### src/rtl/csh_cyc_pkg.sv
// Shared types and helpers for the cache cycle arbiter/sequencer.
package csh_cyc_pkg;

    typedef enum logic [3:0] {
        ST_IDLE    = 4'd0,
        ST_LOOKUP  = 4'd1,
        ST_HIT_RD  = 4'd2,
        ST_HIT_WR  = 4'd3,
        ST_WB      = 4'd4,
        ST_CORE_RD = 4'd5,
        ST_FILL    = 4'd6,
        ST_UNC     = 4'd7,
        ST_DONE    = 4'd8,
        ST_ERR     = 4'd9
    } cyc_state_t;

    localparam int DIAG_ST_W  = 4;
    localparam int DIAG_GNT_W = 4;
    localparam int DIAG_W     = DIAG_ST_W + DIAG_GNT_W;

    // Index width that never collapses to zero bits, so 1-entry configs still get a port.
    function automatic int clog2min1(input int n);
        return (n <= 2) ? 1 : $clog2(n);
    endfunction

endpackage

### src/rtl/csh_rr_arb.sv
// One-hot requester arbiter: fixed priority (index 0 wins) or round robin from a pointer.
module csh_rr_arb
    import csh_cyc_pkg::*;
#(
    parameter  int NREQ = 4,
    localparam int IW   = clog2min1(NREQ)
) (
    input  logic            clk,
    input  logic            rst_n,
    input  logic [NREQ-1:0] i_req,
    input  logic            i_rr_mode,
    input  logic            i_take,
    output logic [NREQ-1:0] o_gnt,
    output logic [IW-1:0]   o_idx
);

    logic [IW-1:0] r_ptr;
    logic          w_found;

    // Scan from the pointer (round robin) or from 0 (fixed) for the first active request.
    always_comb begin
        int j;
        j       = 0;
        o_gnt   = '0;
        o_idx   = '0;
        w_found = 1'b0;
        for (int k = 0; k < NREQ; k++) begin
            j = (i_rr_mode ? int'(r_ptr) : 0) + k;
            if (j >= NREQ) j = j - NREQ;
            if (!w_found && i_req[j]) begin
                w_found  = 1'b1;
                o_gnt[j] = 1'b1;
                o_idx    = IW'(j);
            end
        end
    end

    // Pointer moves past the winner only when a round-robin grant is actually taken.
    always_ff @(posedge clk or negedge rst_n) begin
        if (!rst_n) begin
            r_ptr <= '0;
        end else if (i_take && i_rr_mode) begin
            r_ptr <= (o_idx == IW'(NREQ - 1)) ? '0 : o_idx + 1'b1;
        end
    end

endmodule

### src/rtl/csh_cyc_arb.sv
// Cache request arbiter and single-cycle-at-a-time cache cycle sequencer.
//
//   state   | meaning
//   --------+---------------------------------------------------------
//   IDLE    | no cycle; arbitrate and latch a winner
//   LOOKUP  | evaluate tag match, cacheability and abort
//   HIT_RD  | read hit; update use bits
//   HIT_WR  | write hit; write data RAM and update use bits
//   WB      | write dirty victim line to core, one word per beat
//   CORE_RD | request line from core, wait for first beat
//   FILL    | write refill beats into the victim way
//   UNC     | single uncached core read or write
//   DONE    | one-clock completion pulse, clear cycle context
//   ERR     | multi-match or core timeout; drop core requests
module csh_cyc_arb
    import csh_cyc_pkg::*;
#(
    parameter  int NREQ  = 4,
    parameter  int NWAYS = 4,
    parameter  int WPL   = 4,
    parameter  int TMO   = 1023,
    localparam int IW    = clog2min1(NREQ),
    localparam int WW    = clog2min1(NWAYS),
    localparam int CW    = clog2min1(WPL),
    localparam int TW    = $clog2(TMO + 1),
    localparam int MW    = $clog2(NWAYS + 1)
) (
    input  logic              clk_csh_h,
    input  logic              mr_reset_l,
    input  logic [NREQ-1:0]   req_h,
    input  logic [NREQ-1:0]   req_wr_h,
    input  logic              rr_mode_h,
    output logic [NREQ-1:0]   grant_h,
    output logic              cyc_busy_h,
    input  logic [NWAYS-1:0]  valid_match_h,
    input  logic [NWAYS-1:0]  any_wr_h,
    input  logic [WW-1:0]     lru_way_h,
    input  logic              cache_bit_h,
    input  logic              abort_h,
    output logic              core_rd_rq_h,
    output logic              core_wr_rq_h,
    input  logic              core_data_valid_h,
    output logic              cache_wr_h,
    output logic [WW-1:0]     way_sel_h,
    output logic [CW-1:0]     word_cnt_h,
    output logic              use_wr_en_h,
    output logic              done_h,
    output logic              hit_h,
    output logic              err_h,
    input  logic              diag_rd_h,
    output logic [DIAG_W-1:0] diag_data_h
);

    cyc_state_t      r_state, w_state_nx;
    logic [NREQ-1:0] r_grant, w_grant_nx;
    logic [IW-1:0]   r_gidx, w_gidx_nx;
    logic            r_wr, w_wr_nx;
    logic [WW-1:0]   r_way, w_way_nx;
    logic [CW-1:0]   r_cnt, w_cnt_nx;
    logic [TW-1:0]   r_tmo, w_tmo_nx;
    logic            r_hit, w_hit_nx;
    logic            r_err, w_err_nx;

    logic [NREQ-1:0] w_arb_gnt;
    logic [IW-1:0]   w_arb_idx;
    logic            w_take;
    logic [MW-1:0]   w_nmatch;
    logic [WW-1:0]   w_match_way;
    logic            w_tmo_run;
    logic            w_tmo_hit;
    logic            w_last_word;

    csh_rr_arb #(.NREQ(NREQ)) u_arb (
        .clk       (clk_csh_h),
        .rst_n     (mr_reset_l),
        .i_req     (req_h),
        .i_rr_mode (rr_mode_h),
        .i_take    (w_take),
        .o_gnt     (w_arb_gnt),
        .o_idx     (w_arb_idx)
    );

    // Count tag matches and remember the (single) matching way.
    always_comb begin
        w_nmatch    = '0;
        w_match_way = '0;
        for (int k = 0; k < NWAYS; k++) begin
            if (valid_match_h[k]) begin
                w_nmatch    = w_nmatch + 1'b1;
                w_match_way = WW'(k);
            end
        end
    end

    assign w_tmo_run   = (r_state == ST_WB) || (r_state == ST_CORE_RD) ||
                         (r_state == ST_FILL) || (r_state == ST_UNC);
    assign w_tmo_hit   = w_tmo_run && !core_data_valid_h && (r_tmo == TW'(TMO - 1));
    assign w_last_word = (r_cnt == CW'(WPL - 1));

    // Next-state, cycle context and per-clock strobes.
    always_comb begin
        w_state_nx   = r_state;
        w_grant_nx   = r_grant;
        w_gidx_nx    = r_gidx;
        w_wr_nx      = r_wr;
        w_way_nx     = r_way;
        w_cnt_nx     = r_cnt;
        w_hit_nx     = r_hit;
        w_err_nx     = r_err;
        w_tmo_nx     = '0;
        w_take       = 1'b0;
        cache_wr_h   = 1'b0;
        use_wr_en_h  = 1'b0;
        core_rd_rq_h = 1'b0;
        core_wr_rq_h = 1'b0;

        // Timer restarts on every core beat and is held at 0 outside core-wait states.
        if (w_tmo_run && !core_data_valid_h) w_tmo_nx = r_tmo + 1'b1;

        case (r_state)
            ST_IDLE: begin
                if (|req_h) begin
                    w_take     = 1'b1;
                    w_grant_nx = w_arb_gnt;
                    w_gidx_nx  = w_arb_idx;
                    w_wr_nx    = |(w_arb_gnt & req_wr_h);
                    w_state_nx = ST_LOOKUP;
                end
            end
            ST_LOOKUP: begin
                if (abort_h) begin
                    w_state_nx = ST_DONE;
                end else if (w_nmatch > MW'(1)) begin
                    w_state_nx = ST_ERR;
                end else if (!cache_bit_h) begin
                    w_state_nx = ST_UNC;
                end else if (w_nmatch == MW'(1)) begin
                    w_way_nx   = w_match_way;
                    w_state_nx = r_wr ? ST_HIT_WR : ST_HIT_RD;
                end else begin
                    w_way_nx   = lru_way_h;
                    w_state_nx = any_wr_h[lru_way_h] ? ST_WB : ST_CORE_RD;
                end
            end
            ST_HIT_RD: begin
                use_wr_en_h = 1'b1;
                w_hit_nx    = 1'b1;
                w_state_nx  = ST_DONE;
            end
            ST_HIT_WR: begin
                cache_wr_h  = 1'b1;
                use_wr_en_h = 1'b1;
                w_hit_nx    = 1'b1;
                w_state_nx  = ST_DONE;
            end
            ST_WB: begin
                core_wr_rq_h = 1'b1;
                if (core_data_valid_h) begin
                    if (w_last_word) begin
                        w_cnt_nx   = '0;
                        w_state_nx = ST_CORE_RD;
                    end else begin
                        w_cnt_nx = r_cnt + 1'b1;
                    end
                end else if (w_tmo_hit) begin
                    w_state_nx = ST_ERR;
                end
            end
            ST_CORE_RD: begin
                core_rd_rq_h = 1'b1;
                // The first beat is refill word 0 and is written in this same clock.
                if (core_data_valid_h) begin
                    cache_wr_h = 1'b1;
                    if (w_last_word) begin
                        use_wr_en_h = 1'b1;
                        w_cnt_nx    = '0;
                        w_state_nx  = ST_DONE;
                    end else begin
                        w_cnt_nx   = r_cnt + 1'b1;
                        w_state_nx = ST_FILL;
                    end
                end else if (abort_h) begin
                    w_state_nx = ST_DONE;
                end else if (w_tmo_hit) begin
                    w_state_nx = ST_ERR;
                end
            end
            ST_FILL: begin
                if (core_data_valid_h) begin
                    cache_wr_h = 1'b1;
                    if (w_last_word) begin
                        use_wr_en_h = 1'b1;
                        w_cnt_nx    = '0;
                        w_state_nx  = ST_DONE;
                    end else begin
                        w_cnt_nx = r_cnt + 1'b1;
                    end
                end else if (w_tmo_hit) begin
                    w_state_nx = ST_ERR;
                end
            end
            ST_UNC: begin
                core_wr_rq_h = r_wr;
                core_rd_rq_h = !r_wr;
                if (core_data_valid_h) begin
                    w_state_nx = ST_DONE;
                end else if (w_tmo_hit) begin
                    w_state_nx = ST_ERR;
                end
            end
            ST_ERR: begin
                w_err_nx   = 1'b1;
                w_state_nx = ST_DONE;
            end
            ST_DONE: begin
                w_grant_nx = '0;
                w_gidx_nx  = '0;
                w_wr_nx    = 1'b0;
                w_way_nx   = '0;
                w_cnt_nx   = '0;
                w_hit_nx   = 1'b0;
                w_err_nx   = 1'b0;
                w_state_nx = ST_IDLE;
            end
            default: begin
                w_state_nx = ST_IDLE;
            end
        endcase
    end

    // State and cycle-context registers.
    always_ff @(posedge clk_csh_h or negedge mr_reset_l) begin
        if (!mr_reset_l) begin
            r_state <= ST_IDLE;
            r_grant <= '0;
            r_gidx  <= '0;
            r_wr    <= 1'b0;
            r_way   <= '0;
            r_cnt   <= '0;
            r_tmo   <= '0;
            r_hit   <= 1'b0;
            r_err   <= 1'b0;
        end else begin
            r_state <= w_state_nx;
            r_grant <= w_grant_nx;
            r_gidx  <= w_gidx_nx;
            r_wr    <= w_wr_nx;
            r_way   <= w_way_nx;
            r_cnt   <= w_cnt_nx;
            r_tmo   <= w_tmo_nx;
            r_hit   <= w_hit_nx;
            r_err   <= w_err_nx;
        end
    end

    assign grant_h     = r_grant;
    assign cyc_busy_h  = (r_state != ST_IDLE);
    assign way_sel_h   = r_way;
    assign word_cnt_h  = r_cnt;
    assign done_h      = (r_state == ST_DONE);
    assign hit_h       = done_h & r_hit;
    assign err_h       = done_h & r_err;
    assign diag_data_h = diag_rd_h ? {DIAG_ST_W'(r_state), DIAG_GNT_W'(r_gidx)} : '0;

endmodule

### config.mk
export PLATFORM = sky130hd
export DESIGN_NAME = csh_cyc_arb
export DESIGN_NICKNAME = d
export VERILOG_FILES = /design/src/rtl/csh_cyc_pkg.sv /design/src/rtl/csh_rr_arb.sv /design/src/rtl/csh_cyc_arb.sv
export SDC_FILE = /design/constraint.sdc
export NUM_CORES = 1
export LEC_CHECK = 0
export ABC_AREA = 1
export BUFFER_PORTS_ARGS = -buffer_cell sky130_fd_sc_hd__buf_4
export CAP_MARGIN = 20
export CELL_PAD_IN_SITES_DETAIL_PLACEMENT = 0
export CELL_PAD_IN_SITES_GLOBAL_PLACEMENT = 1
export CORE_MARGIN = 3
export CORE_UTILIZATION = 38
export DETAILED_ROUTE_END_ITERATION = 12
export PLACE_DENSITY_LB_ADDON = 0.3
export SKIP_LAST_GASP = 1
export SLEW_MARGIN = 15
export SYNTH_ARGS = -nofsm -noshare
export SYNTH_HDL_FRONTEND = slang
export SYNTH_SLANG_ARGS = --single-unit
### constraint.sdc
create_clock -name clk_csh_h -period 2.15 [get_ports clk_csh_h]
set_input_delay 0.3225 -clock clk_csh_h [delete_from_list [all_inputs] [get_ports clk_csh_h]]
set_output_delay 0.3225 -clock clk_csh_h [all_outputs]
set_load 0.01 [all_outputs]
==> results of run 1 <==
==> per-layer routing <==
metal	vias up	wire length [µm]	global-route usage (%)
li1	1176	-	-
met1	1025	2770	23.3
met2	52	2420	23.8
met3	2	315	4.27
met4	0	34	4.61
met5	-	0	0
==> critical path: cells and delay by family, from the launching register on <==
| kind | cells | cell delay (ns) |
|---|---|---|
| DFF | 1 | 0.46 |
| buffers and inverters | 2 | 0.25 |
| and+or+nand+nor | 2 | 0.39 |
| AOI/OAI and AO/OA | 2 | 0.28 |
==> what timing repair did <==
item / CTS / global route
setup endpoints to repair: 0 / 3
hold endpoints to repair: 29 / 0
resized for setup: 0 / 3
hold buffers: 1 / 0
==> cell usage in the layout (no fill, tap or decap), types with 2 or more instances in the layout <==
cell	synthesis	layout
o211ai_1	5	5
a22o_1	4	4
nor2_1	26	25
a21oi_1	8	8
nand3_1	39	39
buf_4	3	52
o21ai_0	20	19
nand2_1	75	75
nor3b_1	2	2
inv_1	55	55
ha_1	6	6
nor3_1	9	9
inv_2	2	2
clkinv_2	0	2
nand2_2	11	11
clkbuf_8	0	5
nor2_4	2	2
dfrtp_1	29	29
o21ai_1	7	8
conb_1	1	2
xnor2_1	3	2
nand2_4	3	3
nor2_2	2	3
nand4_1	4	4
==> where the power goes <==
part / total [mW] / switching [mW] / internal, mW
logic: 1.57 / 0.966 / 0.603
registers: 0.844 / 0.154 / 0.689
clock network: 0.442 / 0.218 / 0.224
==> cell type report <==
cell class | count | area (µm²) | area share, %
clock buffers | 6 | 72.6 | 2.59
clock inverters | 2 | 10.0 | 0.357
inverters | 57 | 214 | 7.64
multi-input cells | 241 | 1290 | 46.0
flip-flops and latches | 29 | 726 | 25.9
well taps | 72 | 90.1 | 3.22
repair buffers | 53 | 400 | 14.3
==> final timing paths <==
| path | from | end | cells after the start |
|---|---|---|---|
| max | r_state[3] | use_wr_en_h | 6 |
| min | req_wr_h[1] | r_wr | 5 |
| max reg2reg | u_arb.r_ptr[0] | r_wr | 13 |
| min reg2reg | r_tmo[0] | r_tmo[0] | 1 |
| max in group asynchronous | mr_reset_l | r_gidx[0] | 2 |
| min in group asynchronous | mr_reset_l | word_cnt_h[1] | 2 |
==> state kept, by name (all words and copies together), names as in the netlist <==
register	flops
grant_h	4
r_err	1
r_gidx	2
r_hit	1
r_state	4
r_tmo	10
r_wr	1
u_arb.r_ptr	2
way_sel_h	2
word_cnt_h	2
==> kinds of logic (layout without fill, tap and decap cells) <==
family	after synthesis	count (layout)	synth area share [%]
xor gates and xnor gates	4	4	1.55
other	1	2	0.166
adders and majority gates	6	6	3.32
buffers and inverters	62	118	11.5
DFF	29	29	32.1
AOI/OAI and AO/OA	50	50	13.0
and+or+nand+nor	179	179	38.4
==> flow_summary.json, run 1 <==
{
  "clock.fmax_ghz": 0.503,
  "drc_errors": 0,
  "drt_wl_total_um": 5530,
  "finClkSkew_ns": 0.00988,
  "die_h_um": 83.1,
  "grt_pass1_wl_um": 9480,
  "setup_ws_ns": 0.164,
  "grt_setup_unrepaired": "no",
  "yosys_warnings": 0,
  "fin_area_um2": 2800,
  "grt_pass1_vias": 2039,
  "yosysTopAreaCell": "dfrtp_1",
  "wire_per_inst_um": 12.0,
  "cellPowerDensity_nw_per_um2": 1020,
  "yosysMostFrequentCell": "nand2_1",
  "place_area_um2": 2700,
  "final_max_slew_viol_count": 0,
  "layout-drive-gt1-share_pct": 21.9,
  "hp-class": "input port to flip-flop",
  "post-place-ws_ns": -0.157,
  "dp_hpwl_um": 4390,
  "path_max_fanout": 5,
  "synth_cell_types": 36,
  "grt_max_degree": 30,
  "fin_hold_ws_ns": 0.341,
  "synthCells": 331,
  "core_um2": 5640,
  "startpoint_type": "flip-flop",
  "max-vdd-ir-drop_mv": 0.523,
  "routed_via_density": 4.90,
  "cts_max_level": 2,
  "die-area_um2": 6900,
  "crit_chain": "nor2_4 > inv_1 > nor3_1 > o21ai_0 > o21ai_0 > buf_4",
  "gr-total-overflow": 0,
  "worstPathArrival_ns": 1.66,
  "path_class": "flip-flop to output pin",
  "synth.avg_cell_area_um2": 6.82,
  "stdcell_count": 460,
  "numCtsBuffers": 5,
  "clk_path_buf_depth": 2,
  "status": "completed",
  "synthTopCellsByArea": "dfrtp_1 (32%), nand2_1 (12%), inv_1 (9.1%), nand3_1 (8.6%), o21ai_0 (4.4%)",
  "finish.utilization_pct": 49.6,
  "synth-seq-cells": 29,
  "netlist_top_cells_count": "nand2_1 (75), inv_1 (55), nand3_1 (39), dfrtp_1 (29), nor2_1 (26)",
  "end_kind": "output pin",
  "drt_first_pass_iters": 4,
  "ant_nets": 0,
  "insertion_delay_ns": 0.28,
  "clk_root_buffer_cell": "clkbuf_8",
  "hold_viol": 0,
  "nFillCells": 597,
  "layout.nets": 418,
  "synth_edf_count": 0,
  "num_vias": 2255,
  "synthFlopType": "dfrtp_1",
  "drtIter0Drc": 97,
  "io_buffers": 46,
  "area_delta_synth_final_pct": 24.0,
  "gr-usage-all-layers_pct": 16.2,
  "synth_seq_area_share_pct": 32.1,
  "cts_setup_buffers": 0,
  "drv_cap": 0,
  "netlist.area_leader.share_pct": 32.1,
  "io_pins": 49,
  "antenna_found_initial": 0,
  "path_common_cell": "o21ai_0",
  "syn-cell-area_um2": 2260,
  "power.total_mw": 2.85,
  "setup_violations": 0,
  "clk_pin_slew_ns": 0.07,
  "p_leak_nw": 1.51,
  "start_util_pct": 40.0,
  "r2r_setup_slack_ns": 0.34,
  "placed_cells": 451,
  "diodes": 0,
  "tns_ns": 0,
  "max_stage_delay_ns": 0.46,
  "cp.required_ns": 1.83,
  "clock-sinks": 29,
  "synthArstFlopShare_pct": 100,
  "globalplace.congestion": 0.850,
  "slowest_stage": "dfrtp_1",
  "std_cell_rows": 27,
  "fin_crit_sh_pct": 92.4,
  "die_width_um": 83.1,
  "period_needed_ns": 1.99,
  "cts_tree": "built"
}
No activity file was read; power rests on OpenSTA's default activity.
==> run 2, diff against run 1 <==
==> constraint.sdc (replaced) <==
create_clock -name clk_csh_h -period 2.15 [get_ports clk_csh_h]
set_input_delay 0.215 -clock clk_csh_h [delete_from_list [all_inputs] [get_ports clk_csh_h]]
set_output_delay 0.215 -clock clk_csh_h [all_outputs]
set_load 0.01 [all_outputs]
==> run 2 against run 1 <==
- cell count is 0.65% lower
- clock-buffer cell count did not move
- sequential share of layout area hardly changed
- largest cell class unchanged
==> flow_summary.json, run 2 (same netlist as run 1, synthesis figures left out) <==
{
  "end_kind": "output pin",
  "tns_ns": 0,
  "hold_viol": 0,
  "tightest_slew_ns": 0.508,
  "fin_crit_sh_pct": 90.5,
  "io_pins": 49,
  "clock.fmax_ghz": 0.514,
  "status": "completed",
  "routed_via_density": 4.86,
  "max-vdd-ir-drop_mv": 0.560,
  "multiInputGateArea_um2": 1280,
  "setup_violations": 0,
  "antenna_found_initial": 0,
  "std_cell_rows": 27,
  "die-area_um2": 6900,
  "hp-class": "input port to flip-flop",
  "final_max_slew_viol_count": 0,
  "grt_setup_unrepaired": "no",
  "io_buffers": 46,
  "nFillCells": 581,
  "regMostFlops": "r_tmo",
  "dp_hpwl_um": 4330,
  "ant_nets": 0,
  "largest_register_ffs": 10,
  "clk_root_buffer_cell": "clkbuf_8",
  "worstPathArrival_ns": 1.73,
  "final_common_cell": "nand2_1",
  "register_area_um2": 727,
  "final_cell_mix": "nand2_1 (75), inv_1 (55), buf_4 (49)",
  "grt_pass1_vias": 1928,
  "startpoint_type": "flip-flop",
  "drtIter0Drc": 84,
  "die_width_um": 83.1,
  "cellPowerDensity_nw_per_um2": 1060,
  "gr-usage-all-layers_pct": 15.9,
  "clock-sinks": 29,
  "grtUsageMet3_pct": 2.68,
  "wire_per_inst_um": 12.1,
  "fin_hold_ws_ns": 0.232,
  "cts_tree": "built",
  "clk_path_buf_depth": 2,
  "gr-total-overflow": 0,
  "path_class": "flip-flop to output pin",
  "met2_usage_pct": 23.1,
  "numCtsBuffers": 5,
  "globalplace.congestion": 0.808,
  "period_needed_ns": 1.95,
  "insertion_delay_ns": 0.28,
  "grt_max_degree": 30,
  "die_h_um": 83.1,
  "diodes": 0,
  "layout-drive-gt1-share_pct": 21.3,
  "drc_errors": 0,
  "num_vias": 2222,
  "start_util_pct": 40.0,
  "finClkSkew_ns": 0.00561,
  "max-slew-margin-rel_pct": 66.0,
  "cts_setup_buffers": 0,
  "drt_first_pass_iters": 4,
  "cp.required_ns": 1.93,
  "clk_pin_slew_ns": 0.07,
  "layout.nets": 415,
  "core_um2": 5640,
  "cts_max_level": 2,
  "use_met1_pct": 23.9,
  "grt_busiest_layer": "met1",
  "grt_pass1_wl_um": 9250,
  "drt_wl_total_um": 5530,
  "area_delta_synth_final_pct": 24.3,
  "path_max_fanout": 8,
  "drv_cap": 0,
  "p_leak_nw": 1.50
}
==> run 2: worst paths after layout <==
| kind | startpoint | to | slack [ns] | cells after the start |
|---|---|---|---|---|
| min in group asynchronous | mr_reset_l | r_tmo[5] | 0.39 | 2 |
| max in group asynchronous | mr_reset_l | r_state[2] | 1.46 | 2 |
| worst max-delay path | r_state[0] | hit_h | 0.20 | 6 |
| worst min-delay path | req_wr_h[1] | r_wr | 0.23 | 5 |
| worst min register to register | r_tmo[0] | r_tmo[0] | 0.46 | 1 |
| worst max register to register | u_arb.r_ptr[0] | r_wr | 0.33 | 12 |
==> run 2: repair_timing <==
| action | CTS | global route |
|---|---|---|
| endpoints found under the hold margin | 29 | 0 |
| setup endpoints to repair | 0 | 1 |
| resized for setup | 0 | 1 |
| hold buffers | 1 | 0 |
==> run 2: layout make-up <==
class	instances	area share (%)
sequential	29	25.9
timing repair buffer	50	13.5
tap	72	3.21
clock inverter	2	1.34
multi-input combinational	241	45.5
clock buffer	6	2.94
inverter	57	7.62
==> run 2: routing by layer <==
layer	share of wire [%]	wire, µm	up-vias
li1	-	-	1176
met1	50	2760	987
met2	44	2440	55
met3	5.1	281	4
met4	0.80	44	0
met5	0	0	-
==> run 2: through the flow <==
step | std cells | area [µm²] | setup WS (ns) | total power, mW | util, %
after detailed placement | 448 | 2680 | -0.0258 | 2.39 | 47.4
after CTS | 457 | 2810 | 0.165 | 3.00 | 49.7
after global placement | 448 | 2680 | 0.0305 | 2.37 | 47.4
after global routing | 457 | 2810 | 0.0265 | 3.23 | 49.7
final | 457 | 2810 | 0.204 | 2.98 | 49.7
after floorplan | 332 | 2260 | 0.210 | 1.92 | -
==> run 2: power by group <==
group,switching [mW],internal [mW],total [mW]
logic,0.947,0.582,1.53
registers,0.162,0.690,0.852
clock network,0.220,0.376,0.596
==> run 2: critical path, stage by stage (launching register included) <==
cell     delay, ns
dfrtp_1       0.48
nor2_1        0.14
inv_1         0.11
nor3_4        0.24
inv_1         0.21
nor2_1        0.14
buf_4         0.13
